<file path="src/rtl/dyuv_pkg.sv">
// Purpose: shared types and defaults for the delta-YUV line sequencing path.
// Latency: n/a (types and constants only).
// Backpressure: n/a.
package dyuv_pkg;

    localparam int DEF_WORDS_PER_LINE = 384;
    localparam int DEF_OUT_PIXELS     = 382;
    localparam int PIX_W              = 8;

    typedef struct packed {
        logic [7:0] y;
        logic [7:0] u;
        logic [7:0] v;
    } yuv_s;

    typedef enum logic [1:0] {
        ST_IDLE    = 2'd0,
        ST_RESTART = 2'd1,
        ST_RUN     = 2'd2
    } seq_state_e;

endpackage

</file>
<file path="src/rtl/dyuv_line_sequencer_if.sv">
// Purpose: byte pixel stream with write/strobe handshake (a beat moves when both are high).
// Latency: n/a (wires only).
// Backpressure: consumer holds strobe low to stall; producer holds write low when empty.
// Ports: write/pixel driven by the master, strobe driven by the slave.
interface dyuv_line_sequencer_if;
    import dyuv_pkg::*;

    logic             write;
    logic [PIX_W-1:0] pixel;
    logic             strobe;

    modport master (output write, output pixel, input strobe);
    modport slave  (input write, input pixel, output strobe);
endinterface

</file>
<file path="src/rtl/dyuv_line_sequencer.sv">
// Purpose: per-line restart, start-YUV double buffer and word gating for the delta-YUV decoder.
// Latency: line_start at T -> RESTART at T+1 (active YUV valid), dec_reset low and first word from T+2.
// Backpressure: fetch.strobe follows dec.strobe while words are owed; forced low once the line quota is met.
// Ports: clk/reset; line_start, dyuv_enable; start_yuv_wdata/we (register file write);
//        fetch (slave stream in), dec (master stream out), dec_reset, dec_start_yuv;
//        dec_out_write/strobe (decoder output, monitored); line_done, overrun, underrun (status).
module dyuv_line_sequencer
    import dyuv_pkg::*;
#(
    parameter int WORDS_PER_LINE = DEF_WORDS_PER_LINE,
    parameter int OUT_PIXELS     = DEF_OUT_PIXELS
) (
    input  logic                  clk,
    input  logic                  reset,
    input  logic                  line_start,
    input  logic                  dyuv_enable,
    input  yuv_s                  start_yuv_wdata,
    input  logic                  start_yuv_we,
    dyuv_line_sequencer_if.slave  fetch,
    dyuv_line_sequencer_if.master dec,
    output logic                  dec_reset,
    output yuv_s                  dec_start_yuv,
    input  logic                  dec_out_write,
    input  logic                  dec_out_strobe,
    output logic                  line_done,
    output logic                  overrun,
    output logic                  underrun
);

    localparam int WCW = $clog2(WORDS_PER_LINE + 1);
    localparam int PCW = $clog2(OUT_PIXELS + 1);
    localparam logic [WCW-1:0] WORDS_INIT = WCW'(WORDS_PER_LINE);
    localparam logic [PCW-1:0] PIX_INIT   = PCW'(OUT_PIXELS);

    seq_state_e     state_q, state_d;
    logic [WCW-1:0] word_cnt_q, word_cnt_d;
    logic [PCW-1:0] pix_cnt_q, pix_cnt_d;
    yuv_s           pending_q, pending_d;
    yuv_s           active_q, active_d;
    logic           dec_reset_q, dec_reset_d;
    logic           line_done_q, line_done_d;
    logic           overrun_q, overrun_d;
    logic           underrun_q, underrun_d;

    logic pass;
    logic word_fire;
    logic pix_fire;
    logic line_complete;

    // Stream is open only in RUN while the line still owes words.
    assign pass         = (state_q == ST_RUN) && (word_cnt_q != '0);
    assign dec.write    = pass & fetch.write;
    assign dec.pixel    = fetch.pixel;
    assign fetch.strobe = pass & dec.strobe;

    assign word_fire     = dec.write & dec.strobe;
    assign pix_fire      = dec_out_write & dec_out_strobe;
    assign line_complete = (state_q == ST_RUN) && (word_cnt_q == '0) && (pix_cnt_q == '0);

    always_comb begin
        state_d     = state_q;
        word_cnt_d  = word_cnt_q;
        pix_cnt_d   = pix_cnt_q;
        pending_d   = start_yuv_we ? start_yuv_wdata : pending_q;
        active_d    = active_q;
        line_done_d = 1'b0;
        overrun_d   = 1'b0;
        underrun_d  = underrun_q;

        case (state_q)
            ST_IDLE: begin
                // line_start handling below covers the IDLE exit.
            end
            ST_RESTART: begin
                word_cnt_d = WORDS_INIT;
                pix_cnt_d  = PIX_INIT;
                underrun_d = 1'b0;
                state_d    = ST_RUN;
            end
            ST_RUN: begin
                if (word_fire) begin
                    word_cnt_d = word_cnt_q - 1'b1;
                end
                if (pix_fire && (pix_cnt_q != '0)) begin
                    pix_cnt_d = pix_cnt_q - 1'b1;
                end
                if (pass && !fetch.write && dec.strobe) begin
                    underrun_d = 1'b1;
                end
                // line_done is registered from the counters' next values so it
                // lands in the cycle after the last decrement; the exit to IDLE
                // follows one cycle later from the registered zeros.
                if (line_complete) begin
                    state_d = ST_IDLE;
                end else if ((word_cnt_d == '0) && (pix_cnt_d == '0)) begin
                    line_done_d = 1'b1;
                end
            end
            default: begin
                state_d = ST_IDLE;
            end
        endcase

        if (line_start) begin
            // A write coincident with line_start bypasses straight to active.
            active_d    = start_yuv_we ? start_yuv_wdata : pending_q;
            underrun_d  = 1'b0;
            line_done_d = 1'b0;
            if ((state_q == ST_RESTART) || ((state_q == ST_RUN) && !line_complete)) begin
                overrun_d = 1'b1;
            end
            state_d = dyuv_enable ? ST_RESTART : ST_IDLE;
        end

        dec_reset_d = (state_d != ST_RUN);
    end

    always_ff @(posedge clk) begin
        if (reset) begin
            state_q     <= ST_IDLE;
            word_cnt_q  <= '0;
            pix_cnt_q   <= '0;
            pending_q   <= '0;
            active_q    <= '0;
            dec_reset_q <= 1'b1;
            line_done_q <= 1'b0;
            overrun_q   <= 1'b0;
            underrun_q  <= 1'b0;
        end else begin
            state_q     <= state_d;
            word_cnt_q  <= word_cnt_d;
            pix_cnt_q   <= pix_cnt_d;
            pending_q   <= pending_d;
            active_q    <= active_d;
            dec_reset_q <= dec_reset_d;
            line_done_q <= line_done_d;
            overrun_q   <= overrun_d;
            underrun_q  <= underrun_d;
        end
    end

    assign dec_reset     = dec_reset_q;
    assign dec_start_yuv = active_q;
    assign line_done     = line_done_q;
    assign overrun       = overrun_q;
    assign underrun      = underrun_q;

endmodule

</file>
<file path="src/flat_wrapper.sv">
// flat-port wrapper written by rule: the top's interface ports become plain ports
module dyuv_line_sequencer_flat import dyuv_pkg::*;
#(
    parameter int WORDS_PER_LINE = DEF_WORDS_PER_LINE,
    parameter int OUT_PIXELS     = DEF_OUT_PIXELS
)
  (clk, reset, line_start, dyuv_enable, start_yuv_wdata, start_yuv_we, dec_reset, dec_start_yuv, dec_out_write, dec_out_strobe, line_done, overrun, underrun, fetch_write, fetch_pixel, fetch_strobe, dec_write, dec_pixel, dec_strobe);
  dyuv_line_sequencer_if fetch_i ();
  dyuv_line_sequencer_if dec_i ();
  input  logic clk;
  input  logic reset;
  input  logic line_start;
  input  logic dyuv_enable;
  input  yuv_s start_yuv_wdata;
  input  logic start_yuv_we;
  output logic dec_reset;
  output yuv_s dec_start_yuv;
  input  logic dec_out_write;
  input  logic dec_out_strobe;
  output logic line_done;
  output logic overrun;
  output logic underrun;
  input wire logic [$bits(fetch_i.write)-1:0] fetch_write;
  input wire logic [$bits(fetch_i.pixel)-1:0] fetch_pixel;
  output wire logic [$bits(fetch_i.strobe)-1:0] fetch_strobe;
  output wire logic [$bits(dec_i.write)-1:0] dec_write;
  output wire logic [$bits(dec_i.pixel)-1:0] dec_pixel;
  input wire logic [$bits(dec_i.strobe)-1:0] dec_strobe;
  assign fetch_i.write = fetch_write;
  assign fetch_i.pixel = fetch_pixel;
  assign fetch_strobe = fetch_i.strobe;
  assign dec_write = dec_i.write;
  assign dec_pixel = dec_i.pixel;
  assign dec_i.strobe = dec_strobe;
  dyuv_line_sequencer #(.WORDS_PER_LINE(WORDS_PER_LINE), .OUT_PIXELS(OUT_PIXELS)) u_core (.clk(clk), .reset(reset), .line_start(line_start), .dyuv_enable(dyuv_enable), .start_yuv_wdata(start_yuv_wdata), .start_yuv_we(start_yuv_we), .fetch(fetch_i), .dec(dec_i), .dec_reset(dec_reset), .dec_start_yuv(dec_start_yuv), .dec_out_write(dec_out_write), .dec_out_strobe(dec_out_strobe), .line_done(line_done), .overrun(overrun), .underrun(underrun));
endmodule
</file>
<file path="config.mk">
export PLATFORM = sky130hd
export DESIGN_NAME = dyuv_line_sequencer_flat
export DESIGN_NICKNAME = d
export VERILOG_FILES = /design/src/rtl/dyuv_pkg.sv /design/src/rtl/dyuv_line_sequencer_if.sv /design/src/rtl/dyuv_line_sequencer.sv /design/src/flat_wrapper.sv
export SDC_FILE = /design/constraint.sdc
export NUM_CORES = 1
export LEC_CHECK = 0
export ABC_CLOCK_PERIOD_IN_PS = 4300
export BUFFER_PORTS_ARGS = -buffer_cell sky130_fd_sc_hd__buf_2
export CAP_MARGIN = 15
export CORE_UTILIZATION = 50
export CTS_BUF_LIST = sky130_fd_sc_hd__clkbuf_4 sky130_fd_sc_hd__clkbuf_8
export CTS_CLUSTER_DIAMETER = 30
export DETAILED_ROUTE_END_ITERATION = 16
export GPL_ROUTABILITY_DRIVEN = 0
export HOLD_SLACK_MARGIN = 0.06
export PLACE_DENSITY = 0.76
export SLEW_MARGIN = 20
export SYNTH_ARGS = -nofsm -noshare
export SYNTH_HDL_FRONTEND = slang
export SYNTH_SLANG_ARGS = --single-unit
</file>
<file path="constraint.sdc">
create_clock -name clk -period 4.3 [get_ports clk]
set_clock_uncertainty 0.05 [all_clocks]
set_input_delay 0.215 -clock clk [delete_from_list [all_inputs] [get_ports clk]]
set_output_delay 0.215 -clock clk [all_outputs]
set_load 0.01 [all_outputs]
</file>
# Word level (Yosys, flattened, before mapping)
# Index checks and enable logic that the tools add are counted.
dict set report word_totals {
  out_inout_bits 38
  word_cells 63
  in_bits 41
  reg_bits 72
}
dict set report op_classes {
  reduce_logical 23
  add_sub_neg 2
  mux 15
  eq_ne 4
  bitwise_logic 6
}
# cell count
set ops {}
lappend ops {{$logic_not 9->1} 4}
lappend ops {{$mux 9} 4}
lappend ops {{$pmux 9 s2} 2}
lappend ops {{$mux 24} 1}
lappend ops {{$reduce_bool 9->1} 2}
lappend ops {{$sub 9x1->9 const B} 2}
lappend ops {{$logic_and 1x1->1} 8}
lappend ops {{$pmux 2 s3} 1}
lappend ops {{$and 1x1->1} 4}
lappend ops {{$mux 1} 4}
lappend ops {{$mux 2} 2}
lappend ops {{$ne 2x2->1 const B} 2}
lappend ops {{$reduce_or 2->1} 2}
lappend ops {{$reduce_or 4->1} 1}
lappend ops {{$eq 2x1->1 const B} 1}
lappend ops {{$eq 2x2->1 const B} 1}
lappend ops {{$logic_not 1->1} 2}
lappend ops {{$logic_not 2->1} 1}
lappend ops {{$not 1->1} 2}
lappend ops {{$pmux 1 s2} 1}
lappend ops {{$reduce_and 2->1} 1}
lappend ops {{$reduce_bool 2->1} 1}
lappend ops {{$logic_or 1x1->1} 1}

# Longest topological paths before layout
dict set report logic_depth {
  word_depth 9
  ltp_mapped 7
  ltp_nobuf 7
}

# Least setup slack after synthesis
# OpenSTA, ideal clock, no wires.
dict set report synth_timing {
  path_type {register -> register}
  startpoint {register u_core.pix_cnt_q[0]}
  endpoint {register u_core.pix_cnt_q[6]}
  n_path_buf 0
  synth_period_minus_slack_ns 2.032
  t_required_ns 4.122
  path_stages_with_launch 8
  setup_ns 0.128
  slack_ns 2.268
  arrival_time_ns 1.855
  cell_sequence {dfxtp_1 > inv_1 > ha_1 > or3b_4 > or3_4 > or3b_1 > a22oi_1 > nor2_1}
}
dict set report synth_between {
  elab_chain_cells 5
  elab_cells_between_ends 6
  cone_classes {add/sub (1); mux (3); reduce/logical (2)}
}
# item line_no
set synth_rtl {}
lappend synth_rtl {{from (decl)} dyuv_line_sequencer.sv:37} ;# logic [PCW-1:0] pix_cnt_q, pix_cnt_d;
lappend synth_rtl {{from (signal assigned)} dyuv_line_sequencer.sv:132} ;# pix_cnt_q <= pix_cnt_d;
lappend synth_rtl {{parallel branches: the longest is 2 deep, another holds $sub 9x1->9} n/a}
lappend synth_rtl {{$mux 9 *} dyuv_line_sequencer.sv:84} ;# if (pix_fire && (pix_cnt_q != '0)) begin
lappend synth_rtl {{$mux 9 *} dyuv_line_sequencer.sv:70} ;# case (state_q)
lappend synth_rtl {{$pmux 9 s2 *} dyuv_line_sequencer.sv:70}
# Mark *: on every way between the ends. The select of a mux whose other input is x is not followed.
# A chain may end at the register's enable or synchronous reset.

# Final worst setup path
dict set report layout_timing {
  startpoint {register u_core.state_q[0]}
  endpoint {register u_core.line_done_q, in the netlist u_core.line_done}
}
dict set report layout_between {
  elab_chain_cells 9
  elab_cells_between_ends 13
  cone_classes {eq/ne (1); mux (3); bitwise (3); reduce/logical (6)}
}
# item line_no
set layout_rtl {}
lappend layout_rtl {{from (decl)} dyuv_line_sequencer.sv:35} ;# seq_state_e state_q, state_d;
lappend layout_rtl {{from (signal assigned)} dyuv_line_sequencer.sv:130} ;# state_q <= state_d;
lappend layout_rtl {{$eq 2x2->1 *} {dyuv_line_sequencer.sv:51, dyuv_line_sequencer.sv:58, dyuv_line_sequencer.sv:70}}
lappend layout_rtl {{$logic_and 1x1->1} dyuv_line_sequencer.sv:51} ;# assign pass = (state_q == ST_RUN) && (word_cnt_q != '0);
lappend layout_rtl {{$and 1x1->1} dyuv_line_sequencer.sv:52} ;# assign dec.write = pass & fetch.write;
lappend layout_rtl {{$and 1x1->1} dyuv_line_sequencer.sv:56} ;# assign word_fire = dec.write & dec.strobe;
lappend layout_rtl {{$mux 9} dyuv_line_sequencer.sv:81} ;# if (word_fire) begin
lappend layout_rtl {{$mux 9} dyuv_line_sequencer.sv:70}
lappend layout_rtl {{$logic_not 9->1} dyuv_line_sequencer.sv:95} ;# end else if ((word_cnt_d == '0) && (pix_cnt_d == '0)) begin
lappend layout_rtl {{$logic_and 1x1->1} dyuv_line_sequencer.sv:95}
lappend layout_rtl {{$mux 1} dyuv_line_sequencer.sv:95}
lappend layout_rtl {{to (signal assigned)} dyuv_line_sequencer.sv:136} ;# line_done_q <= line_done_d;
lappend layout_rtl {{to (decl)} dyuv_line_sequencer.sv:41} ;# logic line_done_q, line_done_d;
# Every way passes the cells marked *; elsewhere a longest branch is shown, timed or not. The select of a mux whose other input is x is not followed.

==> metrics.txt <==
first-pass GRT wire length=11600 um; I/O Buffers=62; Cells after Synth=353; core area=6060 um2; leakage power=0.00153 uW; Chip Height=82.0 um; Rel. slew slack=0.414; routed wire length per instance=14.4 um; number of max-cap violations=0; Worst Hold Margin=78.0 ps; Synth top area share=0.451; Final Hold Fails=0; top cells by area, synth=dfxtp_1, mux2i_1, nor2_1; DR pass1 iterations=4; Pwr Total=1430 uW; antenna violations before repair=0; critical path endpoint category=flop; Tot GR Track Use=0.227; clk sinks=72; Synth Flop Type=dfxtp_1; f_max=0.399 GHz; critical path class=flop to flop; # IOs=79; DR iter-0 viols=215; ANT cells=0; register area share after synthesis=0.451; die width=82.0 um; layout cells sized above 1=0.229; Synthesized Nets=400; number of H-tree levels=3; Slew Limit Fails=0; Final period util=0.583; Via density=5.61; outcome=finished, final reports clean; Final Cell Area=3650 um2; Worst Max-Slew Pin Slew=879 ps; mapped cell area=3200 um2; clk_lat worst skew=340 ps; Synth area leader=dfxtp_1; CTS Buf Count=9; worst r2r dst=u_core.line_done; Starting Density=0.528; hold-fix buffers at CTS=0; DR vias=2670; post-cts gate resize count=0; CP arrival=2720 ps; hpwl dp=4640 um; Routed WL=6860 um; Yosys reg bits=72; HP Class=input port to flop; placed instance area=3460 um2; Reg clk slew, reported paths=80 ps; drt drc=0; P per Cell Area=391 nW/um2; worst-path maximum fanout=14; grt total ovfl=0; TritonCTS clock tree=done; FF-to-FF Start=u_core.state_q[0]; Peak VDD IR=0.248 mV; mean area per synthesized cell=9.06 um2; YS warnings=0; RSZ-0062 raised after global routing=no; Post-DRT Antenna Nets=0; crit start category=flop; hold path endpoint=u_core.pending_q[9]; CTS max path bufs=2; Unique masters post-synth=57; vias in the first global route=2546; R2R depth=7; site row count=28; Root Buffer=clkbuf_8; hold path depth=3; Hold Path Origin=start_yuv_wdata[9]; R2R Setup Slk=1790 ps; Layout area overhead=14.0%; post-layout util=0.602; asr flop ratio synth=0; pin count of the biggest net entering global routing=54; DIE AREA=6720 um2; Final min period=2510 ps; Final nets=444; Post-CTS Setup Bufs=0; CP required=4510 ps; Setup TNS=0 ps; Post-synth EDFFs=0; Finish-stage setup viols=0
cell usage after synthesis, types with 2 or more instances:
library cell	n
clkbuf_1	17
a21boi_0	2
dfxtp_1	72
o21ai_0	6
mux2i_1	28
nand3_1	7
a41oi_1	2
or2_2	2
ha_1	6
inv_1	10
nand2b_1	6
nor4b_2	2
a21oi_1	13
a21o_1	2
nand2_1	19
and3_1	2
nor3_1	12
buf_4	8
nor2_1	67
o32ai_1	3
xnor2_1	2
buf_2	3
a211oi_1	28
worst max path at each step:
| stage | startpoint | endpoint | slack [ps] | depth (start not counted) |
|---|---|---|---|---|
| 2_1_floorplan | u_core.pix_cnt_q[0] | u_core.pix_cnt_q[6] | 2270 | 7 |
| 3_3_place_gp | u_core.state_q[0] | u_core.word_cnt_q[7] | 2050 | 7 |
| 3_5_place_dp | u_core.state_q[0] | u_core.line_done | 1900 | 7 |
| 4_1_cts | u_core.state_q[0] | u_core.line_done | 1870 | 7 |
| 5_1_grt | u_core.state_q[0] | u_core.line_done | 1590 | 7 |
| 6_report | u_core.state_q[0] | u_core.line_done | 1790 | 7 |
critical path: stages, from the launching register on:
cell      delay, ps
dfxtp_1         350
inv_1           120
ha_1            440
nand3_1         340
a21oi_1         490
mux2i_1         280
o221ai_1        130
nor3_1          210
through the flow:
step | std cells | worst slack, ps
after floorplan | 353 | 2270
after global placement | 461 | 2050
after detailed placement | 461 | 1900
after CTS | 476 | 1870
after global routing | 476 | 1590
final | 476 | 1790
cell families after synthesis:
family | share of synthesized area
buffers and inverters | 0.0579
multiplexers | 0.0911
XOR/XNOR | 0.00821
adder cells (fa/ha/maj) | 0.0235
flip-flops | 0.451
AND/OR/NAND/NOR | 0.201
AO/OA/AOI/OAI | 0.167
cell type report:
cell class / count / area, um2
clock inverters: 6 / 61.3
multi-input cells: 241 / 1570
clock buffers: 9 / 124
fillers: 542 / 2410
inverters: 10 / 37.5
flip-flops and latches: 72 / 1440
well taps: 75 / 93.8
repair buffers: 63 / 318
sequential cells by signal, summed over array words and instances (netlist names):
signal / count
u_core.underrun: 1
u_core.line_done: 1
u_core.state_q: 2
u_core.overrun: 1
u_core.dec_start_yuv: 24
u_core.dec_reset: 1
u_core.pending_q: 24
u_core.word_cnt_q: 9
u_core.pix_cnt_q: 9
metal layers:
layer	global-route usage	up-vias	share of wire
met1	0.281	1239	0.44
met3	0.0556	10	0.071
met4	0.119	0	0.016
li1	-	1334	-
met5	0	-	0
met2	0.362	87	0.47
cell usage in the layout (no fill, tap or decap), types with 2 or more instances in the layout:
cell	instances
dfxtp_1	72
clkbuf_8	9
inv_1	10
nor3_1	12
ha_1	6
xnor2_1	2
nor4b_2	2
a21boi_0	2
nand2b_1	6
a21oi_1	13
a41oi_1	2
a211oi_1	28
a21o_1	2
nand3_1	7
and3_1	2
nor2_1	67
o21ai_0	6
nand2_1	19
mux2i_1	28
o32ai_1	3
buf_2	62
or2_2	2
clkinv_2	3
power by group:
part | switching, uW | total, uW | internal (uW)
combinational | 106 | 185 | 79.1
sequential | 24.7 | 729 | 704
clock | 249 | 511 | 262
Note: power is estimated with default switching activity, not from simulation.
